File: src/rtl/regfile_pkg.sv
// Shared types and constants for the register-file initiator: sequencer state
// encoding, port operation codes and RV32I sizing defaults.
package regfile_pkg;

    localparam int DEF_XLEN   = 32;
    localparam int DEF_REG_AW = 5;

    localparam logic REG_READ  = 1'b0;
    localparam logic REG_WRITE = 1'b1;

    localparam logic [DEF_REG_AW-1:0] REG_ZERO = '0;

    typedef enum logic [2:0] {
        ST_IDLE  = 3'd0,
        ST_WRITE = 3'd1,
        ST_READ1 = 3'd2,
        ST_READ2 = 3'd3,
        ST_RESP  = 3'd4
    } seq_state_t;

    // Earliest remaining step in the fixed order WRITE, READ1, READ2, RESP.
    function automatic seq_state_t first_step(input logic need_w,
                                              input logic need_r1,
                                              input logic need_r2);
        if (need_w)
            return ST_WRITE;
        else if (need_r1)
            return ST_READ1;
        else if (need_r2)
            return ST_READ2;
        else
            return ST_RESP;
    endfunction

endpackage

File: src/rtl/regfile_access_sequencer.sv
// Serialises an optional rd writeback plus rs1/rs2 operand reads onto a single
// register-file port. Build option REGSEQ_DEDUP_EN merges identical rs1/rs2 reads.
//
// state  | meaning
// IDLE   | ready for a request; port idle
// WRITE  | writing wdata to rd (one cycle)
// READ1  | reading rs1 into the response register
// READ2  | reading rs2 into the response register
// RESP   | operands valid, held until rsp_ready
module regfile_access_sequencer
    import regfile_pkg::*;
#(
    parameter int XLEN   = DEF_XLEN,
    parameter int REG_AW = DEF_REG_AW
) (
    input  logic              clk,
    input  logic              rst_n,
    input  logic              req_valid,
    output logic              req_ready,
    input  logic              req_we,
    input  logic [REG_AW-1:0] req_rd,
    input  logic [XLEN-1:0]   req_wdata,
    input  logic [REG_AW-1:0] req_rs1,
    input  logic [REG_AW-1:0] req_rs2,
    output logic              rsp_valid,
    input  logic              rsp_ready,
    output logic [XLEN-1:0]   rsp_rs1_data,
    output logic [XLEN-1:0]   rsp_rs2_data,
    output logic [XLEN-1:0]   reg_address,
    output logic [XLEN-1:0]   reg_input,
    output logic              reg_operation,
    input  logic [XLEN-1:0]   reg_output
);

`ifdef REGSEQ_DEDUP_EN
    localparam logic DEDUP = 1'b1;
`else
    localparam logic DEDUP = 1'b0;
`endif

    localparam logic [REG_AW-1:0] IDX_ZERO = REG_ZERO[REG_AW-1:0];

    seq_state_t state, state_nxt;

    logic [REG_AW-1:0] rd_q, rs1_q, rs2_q;
    logic [XLEN-1:0]   wdata_q;
    logic              need_r1_q, need_r2_q, dup_q;

    logic accept;
    logic need_w, need_r1, need_r2, dup;

    assign accept  = req_valid && req_ready;
    assign need_w  = req_we && (req_rd != IDX_ZERO);
    assign need_r1 = (req_rs1 != IDX_ZERO);
    assign dup     = DEDUP && need_r1 && (req_rs1 == req_rs2);
    assign need_r2 = (req_rs2 != IDX_ZERO) && !dup;

    always_ff @(posedge clk or negedge rst_n) begin
        if (!rst_n)
            state <= ST_IDLE;
        else
            state <= state_nxt;
    end

    always_comb begin
        state_nxt = state;
        case (state)
            ST_IDLE:  if (accept) state_nxt = first_step(need_w, need_r1, need_r2);
            ST_WRITE: state_nxt = first_step(1'b0, need_r1_q, need_r2_q);
            ST_READ1: state_nxt = first_step(1'b0, 1'b0, need_r2_q);
            ST_READ2: state_nxt = ST_RESP;
            ST_RESP:  if (rsp_ready) state_nxt = ST_IDLE;
            default:  state_nxt = ST_IDLE;
        endcase
    end

    // Port drive decodes straight from state so reset idles the port at once.
    always_comb begin
        req_ready     = 1'b0;
        rsp_valid     = 1'b0;
        reg_address   = '0;
        reg_input     = '0;
        reg_operation = REG_READ;
        case (state)
            ST_IDLE:  req_ready = 1'b1;
            ST_WRITE: begin
                reg_address   = {{(XLEN-REG_AW){1'b0}}, rd_q};
                reg_input     = wdata_q;
                reg_operation = REG_WRITE;
            end
            ST_READ1: reg_address = {{(XLEN-REG_AW){1'b0}}, rs1_q};
            ST_READ2: reg_address = {{(XLEN-REG_AW){1'b0}}, rs2_q};
            ST_RESP:  rsp_valid = 1'b1;
            default:  req_ready = 1'b0;
        endcase
    end

    always_ff @(posedge clk or negedge rst_n) begin
        if (!rst_n) begin
            rd_q         <= '0;
            rs1_q        <= '0;
            rs2_q        <= '0;
            wdata_q      <= '0;
            need_r1_q    <= 1'b0;
            need_r2_q    <= 1'b0;
            dup_q        <= 1'b0;
            rsp_rs1_data <= '0;
            rsp_rs2_data <= '0;
        end else begin
            if (state == ST_IDLE && accept) begin
                rd_q         <= req_rd;
                rs1_q        <= req_rs1;
                rs2_q        <= req_rs2;
                wdata_q      <= req_wdata;
                need_r1_q    <= need_r1;
                need_r2_q    <= need_r2;
                dup_q        <= dup;
                // Skipped reads resolve to x0; required ones get overwritten.
                rsp_rs1_data <= '0;
                rsp_rs2_data <= '0;
            end
            if (state == ST_READ1) begin
                rsp_rs1_data <= reg_output;
                if (dup_q)
                    rsp_rs2_data <= reg_output;
            end
            if (state == ST_READ2)
                rsp_rs2_data <= reg_output;
        end
    end

endmodule

File: config.mk
export PLATFORM = sky130hd
export DESIGN_NAME = regfile_access_sequencer
export DESIGN_NICKNAME = d
export VERILOG_FILES = /design/src/rtl/regfile_pkg.sv /design/src/rtl/regfile_access_sequencer.sv
export SDC_FILE = /design/constraint.sdc
export NUM_CORES = 1
export LEC_CHECK = 0
export CAP_MARGIN = 15
export CELL_PAD_IN_SITES_DETAIL_PLACEMENT = 1
export CELL_PAD_IN_SITES_GLOBAL_PLACEMENT = 1
export CORE_MARGIN = 8
export CORE_UTILIZATION = 46
export DETAILED_ROUTE_END_ITERATION = 7
export DONT_BUFFER_PORTS = 1
export GPL_ROUTABILITY_DRIVEN = 0
export PLACE_DENSITY_LB_ADDON = 0.1
export SLEW_MARGIN = 20
export SYNTH_ARGS = -nofsm -noshare
export SYNTH_HDL_FRONTEND = slang
export SYNTH_SLANG_ARGS = --single-unit
File: constraint.sdc
create_clock -name clk -period 2.1 [get_ports clk]
set_clock_uncertainty 0.1 [all_clocks]
set_input_delay 0.315 -clock clk [delete_from_list [all_inputs] [get_ports clk]]
set_output_delay 0.315 -clock clk [all_outputs]
set_load 0.02 [all_outputs]
# --- Yosys cells after proc, flatten, opt, wreduce, memory -nomap -nowiden ---
# Index checks and enable logic that the tools add are counted.
word_totals:
  elab_cells: 41
  out_inout_bits: 131
  inputBits: 84
  ff_bits: 116
classes:
  reduce_logical: 10
  n_mux: 16
  n_eq_ne: 6
ops:
  columns: ["op", "count"]
  rows:
  - ["32-bit two-way mux", 4]
  - ["3-bit two-way mux", 7]
  - ["3-bit case mux with 5 select lines", 1]
  - ["5-bit case mux with 3 select lines", 1]
  - ["5-bit nonzero test", 3]
  - ["3-bit by 2-bit equality test with 1-bit output, second input constant", 2]
  - ["2-bit != test, second input constant", 2]
  - ["2-bit nonzero test", 2]
  - ["3-bit by 1-bit equality test with 1-bit output, second input constant", 1]
  - ["3-bit equality test, second input constant", 1]
  - ["1-bit logical AND", 3]
  - ["3-bit logical NOT", 1]
  - ["1-bit two-way mux", 3]
  - ["2-bit AND reduction", 1]

# --- Longest topological paths before layout ---
# Gate-level depths: netlist of the first run.
logic_depth:
  ltp_word: 6
  mapped_depth: 7
  ltp_nobuf: 4

# --- Worst setup path after synthesis of the first run ---
# OpenSTA, ideal clock, no wires.
synth_timing:
  path_type: "reg2out"
  from: "reg state[2]"
  to: "out reg_input[22]"
  stages_incl_launch_ff: 5
  n_path_buf: 2
  required_ns: 1.685
  setup_slack_ns: 0.180
  arrival_ns: 1.505
  cell_sequence: "dfrtp_1 -> buf_2 -> nor3_2 -> clkbuf_1 -> and2_1"
synth_via:
  elab_chain_len: 2
synth_lines:
  columns: ["element", "line", "source"]
  rows:
  - ["start: declaration", "regfile_access_sequencer.sv:43", "seq_state_t state, state_nxt;"]
  - ["start signal: assignment", "regfile_access_sequencer.sv:62", "state <= state_nxt;"]
  - ["3-bit by 1-bit equality test with 1-bit output", "regfile_access_sequencer.sv:84", "case (state)"]
  - ["32-bit two-way mux", "regfile_access_sequencer.sv:84", null]
  - ["end: declaration", "regfile_access_sequencer.sv:30", "output logic [XLEN-1:0] reg_input,"]
# Every way passes these cells.

# --- Final worst setup path of the first run ---
layout_timing:
  from: "reg state[0]"
  to: "out reg_address[1]"
layout_via:
  elab_chain_len: 2
  word_cells_on_any_way: 4
  cone_classes: "3 x eq/ne; 1 x mux"
layout_lines:
  columns: ["element", "line", "source"]
  rows:
  - ["3-bit by 2-bit equality test with 1-bit output / 3-bit by 1-bit equality test with 1-bit output (equally long branches)", "regfile_access_sequencer.sv:84", null]
  - ["5-bit case mux with 3 select lines (*)", "regfile_access_sequencer.sv:84", null]
  - ["end: declaration", "regfile_access_sequencer.sv:29", "output logic [XLEN-1:0] reg_address,"]
# Every way passes the cells marked *; elsewhere a longest branch is shown, timed or not.

==> metrics, run 1 <==
failing checks=negative hold slack, negative setup slack; dpl hpwl=9520 um; Final Cycle Share=1.11; Die Span X=119 um; CP Data Required Time=1.68 ns; area of the multi-input gates=1890 sq um; final hold viol count=116; Setup CP Type=flop to output pin; area delta synth->final=40.4%; PortBufs=0; DRT antenna net count=0; first-pass GRT wire length=26,200 um; crit path cell chain=buf_6 > buf_4 > mux2_2 > a22oi_1 > nor2_1 > buf_4; CTS H-tree depth=4; top-count cell post-synth=nand2_1; CTS Hold Bufs=80; Area after DPL=5020 sq um; Layout Nets=659; layout cells sized above 1=0.211; crit-path most repeated cell=buf_4; register area=2900 sq um; Critical Path Fanout Max=4; Fillers=1,029; min-delay worst type=input port to async pin; Met3 Wirelength=1160 um; Max Used Layer=met4; RSZ-0062 raised after global routing=yes; Reg-to-Reg End=rsp_rs2_data[21]; Power per Cell Area=1720 nW/um^2; average routed wire per standard cell=23.1 um; GRT overflow=0; syn_area_per_cell=10.5 sq um; final setup vio count=38; Num CTS Buffers=17; Core Area=10,300 sq um; Setup TNS Final=-6.51 ns; Crit path arrival time=1.91 ns; Total Routing Usage GR=0.236; Synth top cells by count=nand2_1 (144), dfrtp_1 (116), a22o_1 (64); Core Rows=37; Clock Latency Late Sink=0.52 ns; Leak=3.39 nW; Worst-path clk slew=0.06 ns; FMAX=0.431 GHz; status=complete, but fails checks; Slew @ Worst Pin=0.626 ns; slowest stage delay, CP=0.37 ns; worst vdd ir=0.777 mV; Sink Count=116; Starting Density=0.474; vias in the first global route=4,406; worst reg2reg setup slack=0.05 ns; Yosys reg bits=116; top-area cell type share of the netlist area=0.594; io pins=215; met2 routed WL=8730 um; R2R Path Start=state[2]; setup ws final=-0.221 ns; M1 wire length=6530 um; post-route minimum period=2.32 ns; Seq/Total Area, Yosys=0.594; Max Transition Viols Final=0; Max-cap violations=0; final core occ=0.665; TritonRoute pass-1 iters=4; startpoint type of the worst setup path=flop; number of flops mapped to enable cells by yosys=0; cell depth of the worst flop-to-flop path=8; Detailed Route WL=16,800 um; Total Die Area=14,200 sq um; synthesized area=4890 sq um; Final Instance Area=6860 sq um; maximum buffer depth of the clock tree=2; Yosys warning count=0; Async S/R FF share, synth=1.00; initial antenna violation count=1; DRT iter0 DRCs=221; Primary FF master, synth=dfrtp_1; Vias/cell=5.45; Syn Inst Count=464; Yosys top cell by area=dfrtp_1; Hold Slack=-0.610 ns; die height=119 um; clk root buf=clkbuf_8; CP max-delay cell=dfrtp_1; post-synth cell types=27; top cells by area, synth=dfrtp_1 (59%), a22o_1 (11%), nand2_1 (11%), buf_4 (4.9%), and2_1 (4.2%); pin count of the biggest net entering global routing=117; CTS tree=yes; via count=3,950; Post-route DRC=0; critical path endpoint category=output pin; Max-slew headroom=0.582
-- power breakdown --
group	switching (W)	total [W]	internal [W]
registers	0.00123	0.00439	0.00316
logic	0.00242	0.00448	0.00206
clock network	0.00109	0.00291	0.00182
-- timing repair --
action | 4_1_cts | 5_1_grt
setup endpoints to repair | 39 | 71
gates resized for setup | 85 | 19
pin swaps | 21 | 18
endpoints found under the hold margin | 230 | 116
setup buffers | 10 | 8
cloned | 2 | 2
-- per-stage QoR --
stage          cells  power (W)  worst slack [ns]
3_5_place_dp     591    0.00771            0.0198
2_1_floorplan    490    0.00665             0.180
6_report         725     0.0118            -0.221
4_1_cts          715     0.0114            -0.231
3_3_place_gp     591    0.00756            0.0540
5_1_grt          725     0.0124            -0.305
-- cell usage in the layout, fill, tap and decap left out, types with 5 or more instances in the layout --
| cell type | count |
|---|---|
| nand2_1 | 144 |
| clkinv_4 | 5 |
| conb_1 | 27 |
| and2_4 | 33 |
| buf_12 | 5 |
| nor2_1 | 10 |
| dlygate4sd3_1 | 80 |
| a22o_1 | 64 |
| clkbuf_16 | 18 |
| buf_6 | 10 |
| dfrtp_1 | 116 |
| buf_4 | 22 |
-- worst max path at each step --
stage                     startpoint               end  depth (start not counted)
after global routing        state[0]      reg_input[5]                          6
after CTS                   state[2]     reg_input[11]                          7
after global placement      state[1]  rsp_rs1_data[11]                          5
after detailed placement    state[1]  rsp_rs2_data[31]                          6
final                       state[0]    reg_address[1]                          6
after floorplan             state[2]     reg_input[22]                          4
-- cell families after synthesis --
group | after synthesis | synth area share
flip-flops | 116 | 0.594
AO/OA/AOI/OAI | 80 | 0.137
multiplexers | 5 | 0.0115
buffers and inverters | 58 | 0.0714
other | 1 | 0.000767
AND/OR/NAND/NOR | 204 | 0.186
-- state kept, by name (all words and copies together), names as in the netlist --
| name | cells |
|---|---|
| rd_q | 5 |
| state | 3 |
| need_r1_q | 1 |
| rsp_rs2_data | 32 |
| need_r2_q | 1 |
| rs2_q | 5 |
| rsp_rs1_data | 32 |
| rs1_q | 5 |
| wdata_q | 32 |
-- layout make-up --
cell class | instances | share of cell area
Sequential cell | 116 | 0.423
Multi-Input combinational cell | 316 | 0.276
Timing Repair Buffer | 122 | 0.187
Clock buffer | 18 | 0.0609
Clock inverter | 14 | 0.0259
Tap cell | 136 | 0.0248
Inverter | 2 | 0.00164
Antenna cell | 1 | 0.000365
-- metal layers --
metal,GRT usage,up-vias
met5,0,-
met1,0.270,2032
met4,0.0854,0
met3,0.0831,23
met2,0.400,164
li1,-,1731
-- critical path, delay by kind of cell (launching register included) --
| family | cells | cell delay [ns] |
|---|---|---|
| and+or+nand+nor | 1 | 0.08 |
| muxes | 1 | 0.33 |
| buffers and inverters | 3 | 0.43 |
| DFF | 1 | 0.37 |
| AOI/OAI and AO/OA | 1 | 0.17 |
Power figures use the tool's default switching activity.
==> inputs of run 2 (changes only) <==
SKIP_LAST_GASP = 1   (was unset)
==> metrics, run 2 (synthesis results as in run 1) <==
Crit path max-delay family=buffers and inverters; Crit path arrival time=1.88 ns; Critical Path Fanout Max=5; Layout Nets=659; Vias/cell=5.48; Tot Pwr=0.0118 W; Detailed Route WL=17,000 um; Core Rows=37; Area after DPL=5020 sq um; Hold Slack=-0.613 ns; maximum buffer depth of the clock tree=2; crit path cell chain=buf_6 > clkinvlp_4 > buf_6 > nor2_4 > a22oi_1 > nor2_1 > buf_4; min-delay worst type=input port to async pin; Max-cap violations=0; Setup CP Type=flop to output pin; placed cell count=591; die height=119 um; Core Area=10,300 sq um; critical path endpoint category=output pin; PortBufs=0; GRT overflow=0; final hold viol count=116; Starting Density=0.474; Final Instance Area=6840 sq um; FMAX=0.436 GHz; Max Transition Viols Final=0; most frequent cells in the layout=nand2_1 (144), dfrtp_1 (116), dlygate4sd3_1 (80), a22o_1 (64), and2_4 (33); CP max-delay cell=dfrtp_1; failing checks=negative hold slack, negative setup slack; post-route minimum period=2.29 ns; non-filler cells in the finished layout=725; average routed wire per standard cell=23.5 um; via count=3,970; TritonRoute pass-1 iters=4; Post-route DRC=0; layout cells sized above 1=0.209; Clock Latency Late Sink=0.52 ns; io pins=215; Leak=3.38 nW; startpoint type of the worst setup path=flop; critical path buffer and inverter count=4; Power per Cell Area=1720 nW/um^2; Largest regs=rsp_rs1_data (32), rsp_rs2_data (32), wdata_q (32); Slew @ Worst Pin=0.619 ns; CTS H-tree depth=4; clk root buf=clkbuf_8; RSZ-0062 raised after global routing=yes; DRT antenna net count=0; crit-path most repeated cell=buf_6; CTS tree=yes; Worst-path clk slew=0.06 ns; area delta synth->final=39.9%; Max-slew headroom=0.587; Sink Count=116; final setup vio count=38; status=complete, but fails checks; Final Cycle Share=1.09; worst vdd ir=1.03 mV; Die Span X=119 um; first-pass GRT wire length=26,200 um; setup ws final=-0.192 ns; Total Die Area=14,200 sq um; Num CTS Buffers=17; CP Data Required Time=1.68 ns; vias in the first global route=4,450; commonest non-fill, non-tap cell in the layout=nand2_1; initial antenna violation count=1; slowest stage delay, CP=0.36 ns; DRT iter0 DRCs=239; CTS Hold Bufs=80; pin count of the biggest net entering global routing=117; final core occ=0.663; Total Routing Usage GR=0.236; dpl hpwl=9520 um
## run 2: cell counts in the layout (fill, tap and decap cells not counted)
No cell type changed its count.
## run 2: cell type report
| cell class | count | area [sq um] |
|---|---|---|
| fillers | 1037 | 3480 |
| flip-flops and latches | 116 | 2900 |
| multi-input cells | 316 | 1880 |
| repair buffers | 122 | 1270 |
| clock buffers | 18 | 418 |
| clock inverters | 14 | 178 |
| well taps | 136 | 170 |
| inverters | 2 | 11.3 |
| diodes | 1 | 2.50 |
## run 2: worst paths after layout
check | slack, ns | cells after the start | startpoint | endpoint
max in group asynchronous | 2.33 | 0 | rst_n | rsp_rs1_data[10]
max | -0.19 | 7 | state[0] | reg_address[1]
max reg2reg | 0.01 | 8 | state[2] | rsp_rs2_data[30]
min in group clk | 0.04 | 2 | req_we | state[1]
min | -0.61 | 0 | rst_n | rs1_q[3]
min reg2reg | 0.38 | 2 | rs1_q[1] | rs1_q[1]
## run 2: layer usage
layer / vias up / track usage / part of all wire
met5: - / 0 / 0
met4: 0 / 0.0949 / 0.024
met3: 32 / 0.0775 / 0.064
met2: 170 / 0.407 / 0.53
met1: 2043 / 0.263 / 0.38
li1: 1725 / - / -
## run 2: through the flow
stage / setup TNS (ns) / hold slack (ns) / worst slack, ns
after floorplan: 0 / -0.0806 / 0.180
after global placement: 0 / -0.0769 / 0.0540
after detailed placement: 0 / -0.0772 / 0.0198
after CTS: -9.77 / -0.629 / -0.231
after global routing: -12.75 / -0.639 / -0.295
final: -5.64 / -0.613 / -0.192
## run 2: power by group
| group | internal (W) | switching [W] |
|---|---|---|
| sequential | 0.00316 | 0.00124 |
| combinational | 0.00203 | 0.00242 |
| clock | 0.00182 | 0.00111 |
## run 2: what timing repair did
| action | in CTS | in global routing |
|---|---|---|
| gates cloned | 2 | 2 |
| gates resized for setup | 83 | 16 |
| pin swaps | 18 | 19 |
| buffers inserted | 10 | 8 |
| setup endpoints to repair | 39 | 80 |
| hold endpoints to repair | 230 | 116 |
